--- src/rtl/lsu_mem_stage.sv ---
// ============================================================================
// Module  : lsu_mem_stage
// Brief   : Load/store stage; one AXI4-Lite access per instruction, load
//           alignment/extension, single-cycle completion pulse to writeback.
// Revision: 1.0
// ============================================================================
`default_nettype none

module lsu_mem_stage #(
    parameter int PASS_WD = 64
) (
    input  logic               clk,
    input  logic               rst,
    input  logic               in_valid,
    output logic               in_ready,
    input  logic               mem_ren,
    input  logic               mem_wen,
    input  logic [2:0]         funct3,
    input  logic [31:0]        addr,
    input  logic [31:0]        wdata,
    input  logic [PASS_WD-1:0] pass_in,
    output logic               out_valid,
    output logic [31:0]        out_addr,
    output logic [31:0]        out_rdata,
    output logic [PASS_WD-1:0] pass_out,
    output logic               access_fault,
    output logic [31:0]        araddr,
    output logic               arvalid,
    input  logic               arready,
    input  logic [31:0]        rdata,
    input  logic [1:0]         rresp,
    input  logic               rvalid,
    output logic               rready,
    output logic [31:0]        awaddr,
    output logic               awvalid,
    input  logic               awready,
    output logic [31:0]        wdata_o,
    output logic [3:0]         wstrb,
    output logic               wvalid,
    input  logic               wready,
    input  logic [1:0]         bresp,
    input  logic               bvalid,
    output logic               bready
);

    typedef enum logic [2:0] {
        S_IDLE  = 3'd0,
        S_RADDR = 3'd1,
        S_RDATA = 3'd2,
        S_WREQ  = 3'd3,
        S_WRESP = 3'd4,
        S_DONE  = 3'd5
    } state_t;

    state_t             r_state;
    logic [31:0]        r_addr;
    logic [2:0]         r_funct3;
    logic [PASS_WD-1:0] r_pass;
    logic               r_aw_done;
    logic               r_w_done;

    logic               r_in_ready;
    logic               r_out_valid;
    logic [31:0]        r_out_addr;
    logic [31:0]        r_out_rdata;
    logic [PASS_WD-1:0] r_pass_out;
    logic               r_fault;
    logic [31:0]        r_araddr;
    logic               r_arvalid;
    logic               r_rready;
    logic [31:0]        r_awaddr;
    logic               r_awvalid;
    logic [31:0]        r_wdata_o;
    logic [3:0]         r_wstrb;
    logic               r_wvalid;
    logic               r_bready;

    logic               w_misaligned;
    logic [3:0]         w_wstrb;
    logic [31:0]        w_lane;
    logic [31:0]        w_load_data;
    logic               w_aw_fin;
    logic               w_w_fin;

    // Alignment faults only apply to real memory accesses.
    always_comb begin
        w_misaligned = 1'b0;
        if (mem_ren || mem_wen) begin
            if ((funct3 == 3'b001 || funct3 == 3'b101) && addr[0])
                w_misaligned = 1'b1;
            if (funct3 == 3'b010 && addr[1:0] != 2'b00)
                w_misaligned = 1'b1;
        end
    end

    always_comb begin
        case (funct3[1:0])
            2'b00:   w_wstrb = 4'b0001 << addr[1:0];
            2'b01:   w_wstrb = 4'b0011 << addr[1:0];
            default: w_wstrb = 4'b1111;
        endcase
    end

    always_comb begin
        w_lane = rdata >> {r_addr[1:0], 3'b000};
        case (r_funct3)
            3'b000:  w_load_data = {{24{w_lane[7]}},  w_lane[7:0]};
            3'b100:  w_load_data = {24'd0,            w_lane[7:0]};
            3'b001:  w_load_data = {{16{w_lane[15]}}, w_lane[15:0]};
            3'b101:  w_load_data = {16'd0,            w_lane[15:0]};
            default: w_load_data = w_lane;
        endcase
    end

    assign w_aw_fin = r_aw_done || (r_awvalid && awready);
    assign w_w_fin  = r_w_done  || (r_wvalid  && wready);

    always_ff @(posedge clk or posedge rst) begin
        if (rst) begin
            r_state     <= S_IDLE;
            r_addr      <= '0;
            r_funct3    <= '0;
            r_pass      <= '0;
            r_aw_done   <= 1'b0;
            r_w_done    <= 1'b0;
            r_in_ready  <= 1'b1;
            r_out_valid <= 1'b0;
            r_out_addr  <= '0;
            r_out_rdata <= '0;
            r_pass_out  <= '0;
            r_fault     <= 1'b0;
            r_araddr    <= '0;
            r_arvalid   <= 1'b0;
            r_rready    <= 1'b0;
            r_awaddr    <= '0;
            r_awvalid   <= 1'b0;
            r_wdata_o   <= '0;
            r_wstrb     <= '0;
            r_wvalid    <= 1'b0;
            r_bready    <= 1'b0;
        end else begin
            r_out_valid <= 1'b0;
            case (r_state)
                S_IDLE: begin
                    if (in_valid) begin
                        r_in_ready <= 1'b0;
                        r_addr     <= addr;
                        r_funct3   <= funct3;
                        r_pass     <= pass_in;
                        if (w_misaligned || !(mem_ren || mem_wen)) begin
                            r_state     <= S_DONE;
                            r_out_valid <= 1'b1;
                            r_out_addr  <= addr;
                            r_out_rdata <= '0;
                            r_pass_out  <= pass_in;
                            r_fault     <= w_misaligned;
                        end else if (mem_ren) begin
                            r_state   <= S_RADDR;
                            r_arvalid <= 1'b1;
                            r_araddr  <= {addr[31:2], 2'b00};
                        end else begin
                            r_state   <= S_WREQ;
                            r_awvalid <= 1'b1;
                            r_wvalid  <= 1'b1;
                            r_aw_done <= 1'b0;
                            r_w_done  <= 1'b0;
                            r_awaddr  <= {addr[31:2], 2'b00};
                            r_wdata_o <= wdata << {addr[1:0], 3'b000};
                            r_wstrb   <= w_wstrb;
                        end
                    end
                end
                S_RADDR: begin
                    if (arready) begin
                        r_arvalid <= 1'b0;
                        r_rready  <= 1'b1;
                        r_state   <= S_RDATA;
                    end
                end
                S_RDATA: begin
                    if (rvalid) begin
                        r_rready    <= 1'b0;
                        r_state     <= S_DONE;
                        r_out_valid <= 1'b1;
                        r_out_addr  <= r_addr;
                        r_out_rdata <= (rresp != 2'b00) ? 32'd0 : w_load_data;
                        r_pass_out  <= r_pass;
                        r_fault     <= (rresp != 2'b00);
                    end
                end
                S_WREQ: begin
                    // Address and data channels complete independently.
                    if (r_awvalid && awready) begin
                        r_awvalid <= 1'b0;
                        r_aw_done <= 1'b1;
                    end
                    if (r_wvalid && wready) begin
                        r_wvalid <= 1'b0;
                        r_w_done <= 1'b1;
                    end
                    if (w_aw_fin && w_w_fin) begin
                        r_bready <= 1'b1;
                        r_state  <= S_WRESP;
                    end
                end
                S_WRESP: begin
                    if (bvalid) begin
                        r_bready    <= 1'b0;
                        r_state     <= S_DONE;
                        r_out_valid <= 1'b1;
                        r_out_addr  <= r_addr;
                        r_out_rdata <= '0;
                        r_pass_out  <= r_pass;
                        r_fault     <= (bresp != 2'b00);
                    end
                end
                S_DONE: begin
                    r_in_ready <= 1'b1;
                    r_state    <= S_IDLE;
                end
                default: begin
                    r_in_ready <= 1'b1;
                    r_state    <= S_IDLE;
                end
            endcase
        end
    end

    assign in_ready     = r_in_ready;
    assign out_valid    = r_out_valid;
    assign out_addr     = r_out_addr;
    assign out_rdata    = r_out_rdata;
    assign pass_out     = r_pass_out;
    assign access_fault = r_fault;
    assign araddr       = r_araddr;
    assign arvalid      = r_arvalid;
    assign rready       = r_rready;
    assign awaddr       = r_awaddr;
    assign awvalid      = r_awvalid;
    assign wdata_o      = r_wdata_o;
    assign wstrb        = r_wstrb;
    assign wvalid       = r_wvalid;
    assign bready       = r_bready;

endmodule

`default_nettype wire

--- config.mk ---
export PLATFORM = sky130hd
export DESIGN_NAME = lsu_mem_stage
export DESIGN_NICKNAME = d
export VERILOG_FILES = /design/src/rtl/lsu_mem_stage.sv
export SDC_FILE = /design/constraint.sdc
export NUM_CORES = 1
export LEC_CHECK = 0
export BUFFER_PORTS_ARGS = -buffer_cell sky130_fd_sc_hd__buf_2
export CAP_MARGIN = 5
export CORE_ASPECT_RATIO = 0.7
export CORE_MARGIN = 8
export CORE_UTILIZATION = 48
export CTS_CLUSTER_DIAMETER = 120
export DETAILED_ROUTE_END_ITERATION = 8
export GPL_TIMING_DRIVEN = 1
export PLACE_DENSITY = 0.77
export SLEW_MARGIN = 20
export SYNTH_ARGS = -nofsm -noshare
export SYNTH_HDL_FRONTEND = slang
export SYNTH_SLANG_ARGS = --single-unit
--- constraint.sdc ---
create_clock -name clk -period 10.21 [get_ports clk]
set_input_delay 0.5105 -clock clk [delete_from_list [all_inputs] [get_ports clk]]
set_output_delay 0.5105 -clock clk [all_outputs]
set_load 0.05 [all_outputs]
After elaboration in Yosys (flattened, before gate mapping)
Index checks and enable logic that the tools add are counted.
{ "totals": {"output_inout_bits": 236, "elab_cells": 150, "ff_bits": 336, "input_bits": 177} }
{ "op_classes": {"mux": 66, "shift": 4, "bitwise_logic": 3, "n_reduce_logical": 34, "eq_ne": 22} }
{ "ops": {"columns": ["cell", "count"], "rows": [
  ["two-way mux 32 bit", 9],
  ["two-way mux 64 bit", 4],
  ["case mux 32 bit (3 select lines)", 2],
  ["case mux 64 bit (3 select lines)", 1],
  ["case mux 32 bit (4 select lines)", 1],
  ["left shift 32 x 5 -> 32 bit", 1],
  [">> shifter 32 x 5 -> 32 bit", 1],
  ["two-way mux 1 bit", 30],
  ["AND reduction 5 bit", 5],
  ["!= test 2 bit (second input constant)", 11],
  ["two-way mux 3 bit", 6],
  ["case mux 1 bit (2 select lines)", 8],
  ["case mux 3 bit (5 select lines)", 1],
  ["nonzero test 2 bit", 7],
  ["equality test 3 bit (second input constant)", 4],
  ["equality test 3 x 1 -> 1 bit (second input constant)", 3],
  ["equality test 3 x 2 -> 1 bit (second input constant)", 3],
  ["case mux 4 bit (2 select lines)", 1],
  ["AND reduction 4 bit", 2],
  ["logical NOT 3 bit", 2],
  ["case mux 1 bit (3 select lines)", 2],
  ["AND reduction 3 bit", 2],
  ["logical AND 1 bit", 5],
  ["logical OR 1 bit", 5],
  ["10 further kinds", 13]
]} }

Logic depth before layout (Yosys ltp)
{ "logic_depth": {"depth_word": 10, "ltp_mapped": 8} }

Worst setup path before layout
No wires, ideal clock.
{ "synth_timing": {"kind": "input to register", "from": "input port funct3[1]", "to": "register r_pass_out[10] (netlist: pass_out[10])", "path_stages": 8, "t_arrival_ps": 2070, "slack_ps": 8012, "required_time_ps": 10083, "path_cell_list": "inv_1 -> o41a_1 -> a211o_1 -> clkbuf_1 -> inv_2 -> buf_6 -> buf_6 -> mux2_1"} }
{ "synth_via": {"elab_chain_cells": 9, "elab_cells_between_ends": 12, "cone_classes": "eq/ne: 4; mux: 3; reduce/logical: 5"} }
{ "synth_rtl": {"columns": ["element", "line_no", "rtl"], "rows": [
  ["start, declared", "18", "input logic [2:0] funct3,"],
  ["equality test 3 x 1 -> 1 bit or equality test 3 bit (tied branches)", "89", "if ((funct3 == 3'b001 || funct3 == 3'b101) && addr[0])"],
  ["logical OR 1 bit", "89", null],
  ["logical AND 1 bit", "89", null],
  ["two-way mux 1 bit", "89", null],
  ["two-way mux 1 bit *", "91", "if (funct3 == 3'b010 && addr[1:0] != 2'b00)"],
  ["two-way mux 1 bit *", "88", "if (mem_ren || mem_wen) begin"],
  ["logical OR 1 bit *", "150", "if (w_misaligned || !(mem_ren || mem_wen)) begin"],
  ["!= test 2 bit (no line) *", null, null],
  ["AND reduction 5 bit (no line) *", null, null],
  ["end signal, assigned", "155", "r_pass_out <= pass_in;"],
  ["end signal, assigned", "187", "r_pass_out <= r_pass;"],
  ["end signal, assigned", "213", "r_pass_out <= r_pass;"],
  ["end, declared", "66", "logic [PASS_WD-1:0] r_pass_out;"]
]} }
Mark *: on every way between the ends. The rest lies on a longest branch, timed or not.
A chain may end at the register's enable or synchronous reset.

Worst setup path after layout
{ "layout_timing": {"from": "input port addr[0]", "to": "register r_pass_out[53] (netlist: pass_out[53])"} }
{ "layout_via": {"elab_chain_cells": 7, "elab_cells_between_ends": 9, "cone_classes": "eq/ne: 1; mux: 3; reduce/logical: 5"} }
{ "layout_rtl": {"columns": ["element", "line_no", "rtl"], "rows": [
  ["start, declared", "19", "input logic [31:0] addr,"],
  ["logical AND 1 bit or nonzero test 2 bit (tied branches)", "89, 91", null],
  ["two-way mux 1 bit or logical AND 1 bit (tied branches)", "89, 91", null],
  ["two-way mux 1 bit *", "91", null],
  ["two-way mux 1 bit *", "88", null],
  ["logical OR 1 bit *", "150", null],
  ["!= test 2 bit (no line) *", null, null],
  ["AND reduction 5 bit (no line) *", null, null]
]} }
Marked as above.

==> reports/metrics.csv <==
metric,value,unit
status,"complete, no violations",
r2r_end,pass_out[53],
worstSetupStartpointType,input pin,
die-area,0.0371,mm²
critPathRequiredTime,10.60,ns
drt_pass1_iterations,5,
drt-total-wl,40.7,mm
layout.cells.non_filler,1894,
min_period_over_period,37.3,%
dp.final_hpwl,29.1,mm
hold_violations,0,
area_growth,23.4,%
crit_fanout,65,
die_h,164,µm
rsz0062_at_grt,no,
maxCapViolations,0,
yosysMostFrequentCell,mux2_2,
ys_ff_latch,336,
ir_worst_vdd,0.268,mV
hold_class,in -> async,
synth_common_cells,"366 x mux2_2, 335 x dfrtp_1, 37 x buf_2, 33 x mux2i_1, 30 x nand2_1",
core_area,0.0309,mm²
yosysTopAreaCellShare,56.1,%
finalWeightedCongestion,0.928,
cts_tree,built,
pin_count,413,
initial_utilization,48.4,%
synthTopCellsByArea,"dfrtp_1 56%, mux2_2 28%, mux2i_1 2.2%",
avgRoutedWirePerCell,21.5,µm
hold_slack,0.197,ns
syn_inst,1061,
ctsHoldBuffers,0,
grt_overflow,0,
synth-async-reset-ratio,100,%
r2r_setup_slack,6.83,ns
insertion_delay,0.52,ns
drive_gt1_share,58.1,%
period_needed,3.81,ns
seq_area_frac_synth,56.2,%
cp-startpoint,addr[0],
num_vias,10400,
worstSetupEndpoint,pass_out[53],
cts_buffer_depth,3,
drc_errors,0,
final.setup.tns,0,ns
worstPathArrival,4.21,ns
final_max_slew_viol_count,0,
yosys.area.top_type,dfrtp_1,
cts.sinks,336,
dp_slack,5.62,ns
synth_cell_types,50,
p_leak,0.00859,µW
placed_cell_area,0.0173,mm²
ys.flop_type,dfrtp_1,
grt_pass1_wl,63.0,mm
skew,0.0121,ns
path_class,in -> reg,
cts_buffers,34,
drtAntennaViolNets,0,
crit_path_end_kind,flip-flop,
power_density,396,mW/mm²
clkTransAtPathRegs,0.06,ns
cts_setup_buffers,0,
drt-initial-drc-count,742,
root_buffer,clkbuf_16,
postLayoutCellArea,0.0184,mm²
rows,54,
first_global_vias,10900,
ys_warn_count,0,
worst_pin_slew,1.05,ns
antenna_found_initial,8,
grt_max_degree,124,
postSynthAreaPerCell,14.1,µm²
viasPerCell,5.50,
synth-edff-count,0,
fmax,262,MHz
crit-reg2reg-launch,r_state[2],
io_buffers,408,
setup_ws,6.40,ns
htreeDepth,2,
ctsResizeCount,0,
relSlewSlack,29.9,%
dpl.cell_count,1828,
reg2reg_depth,6,
die_width,227,µm
nNetsFinal,1621,
finalSetupViolations,0,
grtUsageTotal,21.4,%
syn_area,0.0150,mm²
-- per-stage QoR --
stage / power, µW / utilization, %
2_1_floorplan: 5160 / -
3_3_place_gp: 5960 / 55.9
3_5_place_dp: 6070 / 55.9
4_1_cts: 7370 / 59.7
5_1_grt: 7650 / 59.7
6_report: 7300 / 59.7
-- routing by layer --
layer / track usage [%] / up-vias / wire (µm)
met1: 27.9 / 5325 / 17100
met5: 0 / - / 34
li1: - / 4650 / -
met3: 7.03 / 78 / 3670
met4: 6.17 / 6 / 1000
met2: 34.1 / 364 / 19000
-- worst max-delay path: stages --
cell and delay (ns):
buf_2 0.57, nor2_2 0.21, o41a_1 0.55, a211o_2 0.62
inv_4 0.46, buf_4 0.80, mux2_2 0.42
-- cell families (layout without fill, tap and decap cells) --
family                 Yosys count  in the layout  synth area share [%]
flip-flops                     336            336                  56.2
AND/OR/NAND/NOR                 94             94                  3.31
multiplexers                   419            419                  31.4
AO/OA/AOI/OAI                  123            123                  6.25
buffers and inverters           88            493                  2.82
other                            1              9                0.0251
-- state kept, by name, summed over array words and instances, names as in the netlist, 3 cells and up --
signal and cells:
r_state 3, wstrb 4, wdata_o 32, r_addr 32, r_funct3 3, araddr 30
out_addr 32, pass_out 64, out_rdata 32, r_pass 64, awaddr 30
-- area by class of cell --
cell class | count | area [µm²]
Tap cell | 420 | 526
Inverter | 14 | 62.6
Sequential cell | 336 | 8410
Timing Repair Buffer | 418 | 2120
Clock inverter | 5 | 52.6
Multi-Input combinational cell | 640 | 6160
Antenna cell | 5 | 12.5
Clock buffer | 56 | 1110
Fill cell | 2453 | 12400
-- report_power, final --
part / internal [µW] / switching (µW) / leakage, µW / total, µW
sequential: 1970 / 353 / 0.00407 / 2330
combinational: 1230 / 2470 / 0.00395 / 3700
clock: 766 / 505 / 0.000571 / 1270
-- layout by cell type (no fill, tap or decap), drive strengths merged, types with 2 or more instances in the layout --
| cell type | n |
|---|---|
| buf | 418 |
| mux2 | 385 |
| dfrtp | 335 |
| clkbuf | 56 |
| mux2i | 33 |
| nand2 | 30 |
| nor2b | 22 |
| o21ai | 22 |
| a21oi | 19 |
| nor2 | 19 |
| a221o | 16 |
| inv | 14 |
| a211oi | 9 |
| a22o | 9 |
| a2bb2oi | 9 |
| a31oi | 8 |
| a211o | 8 |
| a32o | 7 |
| diode | 5 |
| nand2b | 4 |
| conb | 4 |
| or3b | 3 |
| nand3b | 3 |
| a311o | 3 |
| and2 | 3 |
| clkinv | 3 |
| nor3 | 2 |
| or2 | 2 |
| o22ai | 2 |
| a21boi | 2 |
| nand4 | 2 |
| a2111oi | 2 |
-- worst min path at each step --
stage / from / to / slack (ns) / cells past startpoint
after floorplan: r_pass[60] / r_pass[60] / 0.47 / 1
after detailed placement: pass_out[6] / pass_out[6] / 0.48 / 1
after global placement: pass_out[5] / pass_out[5] / 0.46 / 1
final: rst / wdata_o[15] / 0.20 / 2
after global routing: pass_in[29] / r_pass[29] / 0.22 / 2
after CTS: rst / awaddr[30] / 0.20 / 2
(Power assumes the default switching activity.)
